<file path="src/rtl/quad_gpio_in_if.sv">
// Wishbone-style register bus between the CPU master and the quad_gpio_in slave.
//
// Handshake: the master raises i_wb_cyc (address, write data and i_wb_we stable
// with it) and holds it until it sees o_wb_ack. The slave answers every cycle
// with exactly one o_wb_ack pulse one clock later. o_wb_dat carries read data
// while o_wb_ack is high. The master drops i_wb_cyc after the ack; ack is never
// high on two consecutive cycles, so a held cyc is treated as a new access.
interface quad_gpio_in_if;
   logic [31:0] i_wb_addr;
   logic [31:0] i_wb_dat;
   logic        i_wb_we;
   logic        i_wb_cyc;
   logic [31:0] o_wb_dat;
   logic        o_wb_ack;

   modport master (
      output i_wb_addr, i_wb_dat, i_wb_we, i_wb_cyc,
      input  o_wb_dat, o_wb_ack
   );

   modport slave (
      input  i_wb_addr, i_wb_dat, i_wb_we, i_wb_cyc,
      output o_wb_dat, o_wb_ack
   );
endinterface

</file>
<file path="src/rtl/quad_gpio_in.sv">
// GPIO input port: 2-FF synchronizer, per-bit debounce filter, sticky
// rising/falling edge status (write-1-to-clear) and one masked level interrupt.
module quad_gpio_in #(
   parameter int WIDTH    = 8,
   parameter int DEBOUNCE = 16
) (
   input  logic             i_clk,
   input  logic             i_rst,
   quad_gpio_in_if.slave    wb,
   input  logic [WIDTH-1:0] i_gpio,
   output logic             o_irq
);

   localparam logic [7:0] ADDR_DATA    = 8'h00;
   localparam logic [7:0] ADDR_RISE_EN = 8'h04;
   localparam logic [7:0] ADDR_FALL_EN = 8'h08;
   localparam logic [7:0] ADDR_STATUS  = 8'h0C;
   localparam logic [7:0] ADDR_IRQ_EN  = 8'h10;

   logic [WIDTH-1:0] sync1;
   logic [WIDTH-1:0] sync2;
   logic [WIDTH-1:0] stable;
   logic [WIDTH-1:0] stable_nxt;
   logic [WIDTH-1:0] rise_en;
   logic [WIDTH-1:0] fall_en;
   logic [WIDTH-1:0] status;
   logic [WIDTH-1:0] status_nxt;
   logic [WIDTH-1:0] irq_en;
   logic [WIDTH-1:0] events;
   logic [WIDTH-1:0] w1c;
   logic [7:0]       addr;
   logic             wr_en;
   logic             rd_en;
   logic [31:0]      rd_data;
   logic             unused_bus;

   // Only the low address byte is decoded; data bits above WIDTH are ignored.
   assign addr       = wb.i_wb_addr[7:0];
   assign unused_bus = ^{wb.i_wb_addr[31:8], wb.i_wb_dat};

   // A new access is recognised only while ack is low, so each access commits once.
   assign wr_en = wb.i_wb_cyc &  wb.i_wb_we & ~wb.o_wb_ack;
   assign rd_en = wb.i_wb_cyc & ~wb.i_wb_we & ~wb.o_wb_ack;

   generate
      if (DEBOUNCE == 0) begin : g_bypass
         // Filter bypassed: the synchronized level is accepted every cycle.
         always_comb stable_nxt = sync2;
      end else begin : g_filter
         localparam int             CW       = $clog2(DEBOUNCE + 1);
         localparam logic [CW-1:0]  CNT_LAST = CW'(DEBOUNCE - 1);

         logic [CW-1:0] cnt     [WIDTH];
         logic [CW-1:0] cnt_nxt [WIDTH];

         // A differing level must persist DEBOUNCE cycles before it is accepted.
         always_comb begin
            stable_nxt = stable;
            for (int b = 0; b < WIDTH; b++) begin
               cnt_nxt[b] = '0;
               if (sync2[b] == stable[b]) begin
                  cnt_nxt[b] = '0;
               end else if (cnt[b] == CNT_LAST) begin
                  stable_nxt[b] = sync2[b];
                  cnt_nxt[b]    = '0;
               end else begin
                  cnt_nxt[b] = cnt[b] + 1'b1;
               end
            end
         end

         // Debounce counters.
         always_ff @(posedge i_clk) begin
            if (i_rst) begin
               for (int b = 0; b < WIDTH; b++) cnt[b] <= '0;
            end else begin
               cnt <= cnt_nxt;
            end
         end
      end
   endgenerate

   // Edge events come from the debounced level changing on this edge; a new
   // event beats a simultaneous write-1-to-clear of the same bit.
   always_comb begin
      events     = ( stable_nxt & ~stable & rise_en) |
                   (~stable_nxt &  stable & fall_en);
      w1c        = (wr_en && addr == ADDR_STATUS) ? wb.i_wb_dat[WIDTH-1:0] : '0;
      status_nxt = (status & ~w1c) | events;
   end

   // Read mux; registers are zero-extended and unmapped addresses read 0.
   always_comb begin
      rd_data = '0;
      case (addr)
         ADDR_DATA:    rd_data = 32'(stable);
         ADDR_RISE_EN: rd_data = 32'(rise_en);
         ADDR_FALL_EN: rd_data = 32'(fall_en);
         ADDR_STATUS:  rd_data = 32'(status);
         ADDR_IRQ_EN:  rd_data = 32'(irq_en);
         default:      rd_data = '0;
      endcase
   end

   // Input synchronizer, debounced level and sticky status.
   always_ff @(posedge i_clk) begin
      if (i_rst) begin
         sync1  <= '0;
         sync2  <= '0;
         stable <= '0;
         status <= '0;
      end else begin
         sync1  <= i_gpio;
         sync2  <= sync1;
         stable <= stable_nxt;
         status <= status_nxt;
      end
   end

   // Enable/mask registers written by the bus.
   always_ff @(posedge i_clk) begin
      if (i_rst) begin
         rise_en <= '0;
         fall_en <= '0;
         irq_en  <= '0;
      end else if (wr_en) begin
         case (addr)
            ADDR_RISE_EN: rise_en <= wb.i_wb_dat[WIDTH-1:0];
            ADDR_FALL_EN: fall_en <= wb.i_wb_dat[WIDTH-1:0];
            ADDR_IRQ_EN:  irq_en  <= wb.i_wb_dat[WIDTH-1:0];
            default: ;
         endcase
      end
   end

   // Bus ack pulse and read data, which holds until the next read.
   always_ff @(posedge i_clk) begin
      if (i_rst) begin
         wb.o_wb_ack <= 1'b0;
         wb.o_wb_dat <= '0;
      end else begin
         wb.o_wb_ack <= wb.i_wb_cyc & ~wb.o_wb_ack;
         if (rd_en) wb.o_wb_dat <= rd_data;
      end
   end

   // Registered level interrupt from masked status.
   always_ff @(posedge i_clk) begin
      if (i_rst) o_irq <= 1'b0;
      else       o_irq <= |(status & irq_en);
   end

endmodule
</file>
<file path="src/flat_wrapper.sv">
// flat-port wrapper written by rule: the top's interface ports become plain ports
module quad_gpio_in_flat 
#(
   parameter int WIDTH    = 8,
   parameter int DEBOUNCE = 16
)
  (i_clk, i_rst, i_gpio, o_irq, wb_i_wb_addr, wb_i_wb_dat, wb_i_wb_we, wb_i_wb_cyc, wb_o_wb_dat, wb_o_wb_ack);
  quad_gpio_in_if wb_i ();
  input  logic i_clk;
  input  logic i_rst;
  input  logic [WIDTH-1:0] i_gpio;
  output logic o_irq;
  input wire logic [$bits(wb_i.i_wb_addr)-1:0] wb_i_wb_addr;
  input wire logic [$bits(wb_i.i_wb_dat)-1:0] wb_i_wb_dat;
  input wire logic [$bits(wb_i.i_wb_we)-1:0] wb_i_wb_we;
  input wire logic [$bits(wb_i.i_wb_cyc)-1:0] wb_i_wb_cyc;
  output wire logic [$bits(wb_i.o_wb_dat)-1:0] wb_o_wb_dat;
  output wire logic [$bits(wb_i.o_wb_ack)-1:0] wb_o_wb_ack;
  assign wb_i.i_wb_addr = wb_i_wb_addr;
  assign wb_i.i_wb_dat = wb_i_wb_dat;
  assign wb_i.i_wb_we = wb_i_wb_we;
  assign wb_i.i_wb_cyc = wb_i_wb_cyc;
  assign wb_o_wb_dat = wb_i.o_wb_dat;
  assign wb_o_wb_ack = wb_i.o_wb_ack;
  quad_gpio_in #(.WIDTH(WIDTH), .DEBOUNCE(DEBOUNCE)) u_core (.i_clk(i_clk), .i_rst(i_rst), .wb(wb_i), .i_gpio(i_gpio), .o_irq(o_irq));
endmodule
</file>
<file path="config.mk">
export PLATFORM = sky130hd
export DESIGN_NAME = quad_gpio_in_flat
export DESIGN_NICKNAME = d
export VERILOG_FILES = /design/src/rtl/quad_gpio_in_if.sv /design/src/rtl/quad_gpio_in.sv /design/src/flat_wrapper.sv
export SDC_FILE = /design/constraint.sdc
export NUM_CORES = 1
export LEC_CHECK = 0
export BUFFER_PORTS_ARGS = -buffer_cell sky130_fd_sc_hd__buf_4
export CAP_MARGIN = 20
export CORE_MARGIN = 1
export CORE_UTILIZATION = 40
export CTS_CLUSTER_SIZE = 20
export DETAILED_ROUTE_END_ITERATION = 8
export PLACE_DENSITY = 0.63
export SYNTH_ARGS = -nofsm -noshare
export SYNTH_HDL_FRONTEND = slang
export SYNTH_SLANG_ARGS = --single-unit
</file>
<file path="constraint.sdc">
create_clock -name i_clk -period 1.86 [get_ports i_clk]
set_input_delay 0 -clock i_clk [delete_from_list [all_inputs] [get_ports i_clk]]
set_output_delay 0 -clock i_clk [all_outputs]
set_load 0.1 [all_outputs]
</file>
==> PnR_summary.wiki <==
{| class="wikitable"
! Metric !! Value
|-
| Filler cell count in the final layout || 1043
|-
| Total standard cell area after synthesis || 4570 µm²
|-
| Biggest area contributors in the synthesized netlist || sky130_fd_sc_hd__dfxtp_1, sky130_fd_sc_hd__mux2i_1, sky130_fd_sc_hd__nor2_1, sky130_fd_sc_hd__buf_4, sky130_fd_sc_hd__ha_1
|-
| Post-route cell area || 5370 µm²
|-
| Via count of the first global-routing pass || 2936
|-
| Sequential share of the synthesized area || 46.4%
|-
| Number of inserted diodes || 0
|-
| Number of placed instances, taps included || 628
|-
| Critical path capture point || u_core.g_filter.cnt[22]
|-
| Crit share post-route || 86.0%
|-
| IR Drop Worst-Case VDD || 0.499 mV
|-
| Clock skew after layout || 0.00678 ns
|-
| Non-filler cells, final || 661
|-
| Power share of the sequential group || 48.9%
|-
| Clock Pin Slew Worst Setup and Hold Paths || 0.07 ns
|-
| CTS buffer count || 9
|-
| Crit path time final || 1.60 ns
|-
| DRT antenna net count || 0
|-
| Number of cell rows || 38
|-
| Maximum buffer depth of the clock tree || 2
|-
| WS Path Type || register to register
|-
| Number of antenna violations at the first check in global routing || 0
|-
| Number of search-and-repair iterations in the first detailed-routing pass || 4
|-
| Core box area || 11000 µm²
|-
| GRT overflow || 0
|-
| CTS tree || built
|-
| Routed WL per cell || 12.4 µm
|-
| Power Density || 884 nW/µm²
|-
| Resize count post-CTS || 0
|-
| Final nets || 608
|-
| Achievable clock frequency || 625 MHz
|-
| Post-synthesis area per instance || 9.96 µm²
|-
| Hold/Removal Path Class || primary input to register
|-
| Total die area || 11900 µm²
|-
| Setup slack, reg-to-reg || 0.26 ns
|-
| Outcome || finished clean
|-
| First DRT Iteration DRCs || 149
|-
| Fraction of synthesized cell area taken by the top area cell type || 46.4%
|-
| Floorplan die width || 109 µm
|-
| Placer Congestion || 0.738
|-
| Internal power contribution || 3.48 mW
|-
| First-pass GRT wire length || 13.9 mm
|-
| Num ports || 110
|-
| Clock power share || 39.6%
|-
| Worst path required time || 2.14 ns
|-
| Dpl hpwl || 5.80 mm
|-
| Area added between synthesis and finish || 17.5%
|-
| Hold WS || 0.00699 ns
|-
| Cells on worst reg2reg path || 5
|-
| Most common library cell in the layout ignoring fill and taps || sky130_fd_sc_hd__dfxtp_1
|-
| Synth cell types || 36
|-
| #FFs+latches synth || 106
|-
| Mean number of vias per cell || 4.93
|-
| Via Count || 3257
|-
| Cell type contributing the most total cell area after synthesis || sky130_fd_sc_hd__dfxtp_1
|-
| Origin of the worst setup path || u_core.g_filter.cnt[20]
|-
| Reg-to-reg critical path endpoint || u_core.g_filter.cnt[22]
|-
| Number of standard cells after synthesis || 459
|-
| Most frequent cells in the layout || sky130_fd_sc_hd__dfxtp_1, sky130_fd_sc_hd__nor2_1, sky130_fd_sc_hd__buf_4
|-
| Remaining max-slew budget at the tightest pin || 66.0%
|-
| Setup repair after global routing missed its margin || no
|-
| Synthesis Warnings || 0
|-
| Type of element launching the critical path || register
|-
| Cell area reported after detailed placement || 4900 µm²
|-
| Post-Route Setup TNS || 0 ns
|-
| Number of I/O port buffers || 37
|-
| Height of the chip || 109 µm
|-
| Initial core utilization || 41.6%
|-
| Arrival time of data at the critical path endpoint || 1.88 ns
|-
| Proportion of total power due to net switching || 26.6%
|-
| Slew @ Worst Pin || 0.510 ns
|-
| Wire length reported by the detailed router || 8.22 mm
|-
| Max_cap viols || 0
|-
| Net load switching power || 1.26 mW
|-
| RR Startpoint || u_core.g_filter.cnt[20]
|-
| Gr usage total || 15.1%
|-
| Maximum number of pins on one net before global-route repair || 49
|-
| Worst setup EP type || register
|-
| Number of buffers inserted by post-CTS setup repair || 0
|-
| Clock latency on the worst-skew pair || 0.34 ns
|-
| Share of final-layout standard cells stronger than drive strength 1 || 14.8%
|-
| Total of endpoints with negative setup slack in the final report || 0
|-
| Final hold viol count || 0
|-
| Combinational share of power || 11.4%
|-
| Sink Count || 106
|-
| Crit Path Max Fanout || 5
|-
| Cell chosen for the clock root || sky130_fd_sc_hd__clkbuf_16
|-
| Static leakage || 2.20 nW
|-
| Number of H-tree branching levels || 3
|-
| Drc violations || 0
|-
| Number of max-slew violations in the final report || 0
|}
[how the worst min path moves through the flow]
stage | from | depth (start not counted) | slack [ns] | to
CTS | wb_i_wb_addr[6] | 4 | 0.006 | u_core.wb.o_wb_dat[7]
finish | wb_i_wb_addr[6] | 4 | 0.007 | u_core.wb.o_wb_dat[7]
detailed placement | i_gpio[5] | 2 | 0.22 | u_core.sync1[5]
floorplan | i_gpio[0] | 1 | 0.13 | u_core.sync1[0]
global placement | i_gpio[1] | 2 | 0.21 | u_core.sync1[1]
global route | wb_i_wb_addr[6] | 4 | 0.03 | u_core.wb.o_wb_dat[7]
[layout make-up]
| type | count | area (µm²) | area share (%) |
|---|---|---|---|
| Sequential cell | 106 | 2120 | 39.5 |
| Multi-Input combinational cell | 318 | 2180 | 40.6 |
| Timing Repair Buffer | 65 | 531 | 9.87 |
| Clock inverter | 7 | 76.3 | 1.42 |
| Inverter | 16 | 60.1 | 1.12 |
| Clock buffer | 9 | 225 | 4.19 |
| Tap cell | 140 | 175 | 3.26 |
[critical path, stage by stage, from the launching register on]
cell	delay (ns)
sky130_fd_sc_hd__dfxtp_1	0.33
sky130_fd_sc_hd__ha_1	0.22
sky130_fd_sc_hd__and3_1	0.19
sky130_fd_sc_hd__ha_1	0.21
sky130_fd_sc_hd__or3_1	0.46
sky130_fd_sc_hd__nor2_1	0.14
[synth_stat cells, drive strengths merged]
master and number:
and4 1, and2b 1, nor3 1, nor4 2, conb 1, and3 8, mux4 8, nand3 16
ha 16, or3 8, clkbuf 4, a41oi 1, a311oi 8, o21ai 16, nand2b 1, and3b 17
a22oi 4, mux2i 32, buf 38, xnor2 16, dfxtp 106, nand4 10, a21oi 8, inv 16
nand2 9, nor2 84, nor3b 1, xor2 8, nor2b 17, and4b 1
[repair_timing]
action	4_1_cts	5_1_grt
hold buffers	17	0
endpoints found under the hold margin	33	0
endpoints found under the setup margin	0	0
[registers in the layout (all words and copies together) (netlist names)]
name / flops
u_core.wb.o_wb_dat: 8
u_core.irq_en: 8
u_core.sync1: 8
u_core.status: 8
u_core.rise_en: 8
u_core.stable: 8
u_core.fall_en: 8
u_core.g_filter.cnt: 40
u_core.o_irq: 1
u_core.sync2: 8
u_core.wb.o_wb_ack: 1
[metrics by stage]
stage / power (mW) / worst slack, ns / util [%]
floorplan: 2.82 / 0.296 / -
global placement: 2.89 / 0.310 / 44.6
detailed placement: 2.89 / 0.263 / 44.6
CTS: 4.81 / 0.243 / 48.9
global route: 4.94 / 0.141 / 48.9
finish: 4.75 / 0.261 / 48.9
[power by group through the flow]
| stage | clock network (mW) | logic, mW | registers [mW] |
|---|---|---|---|
| global placement | 0 | 0.512 | 2.37 |
| detailed placement | 0 | 0.516 | 2.38 |
| CTS | 1.94 | 0.545 | 2.32 |
| finish | 1.88 | 0.543 | 2.32 |
| floorplan | 0 | 0.369 | 2.45 |
| global route | 2.05 | 0.572 | 2.32 |
[metal layers]
layer / global-route usage, % / routed length, µm
met1: 20.3 / 3960
met2: 23.8 / 3710
met3: 2.63 / 432
met4: 6.66 / 110
met5: 0 / 0
[logic make-up (layout without fill, tap and decap cells)]
kind of cell | Yosys count | in the layout | share of synthesized area (%)
buffers and inverters | 58 | 97 | 7.72
xor gates and xnor gates | 24 | 24 | 4.60
muxes | 40 | 40 | 10.9
and+or+nand+nor | 177 | 177 | 20.8
adders and majority gates | 16 | 16 | 4.38
DFF | 106 | 106 | 46.4
AOI/OAI and AO/OA | 37 | 37 | 5.01
other | 1 | 24 | 0.0820
Note: power is estimated with default switching activity, not from simulation.
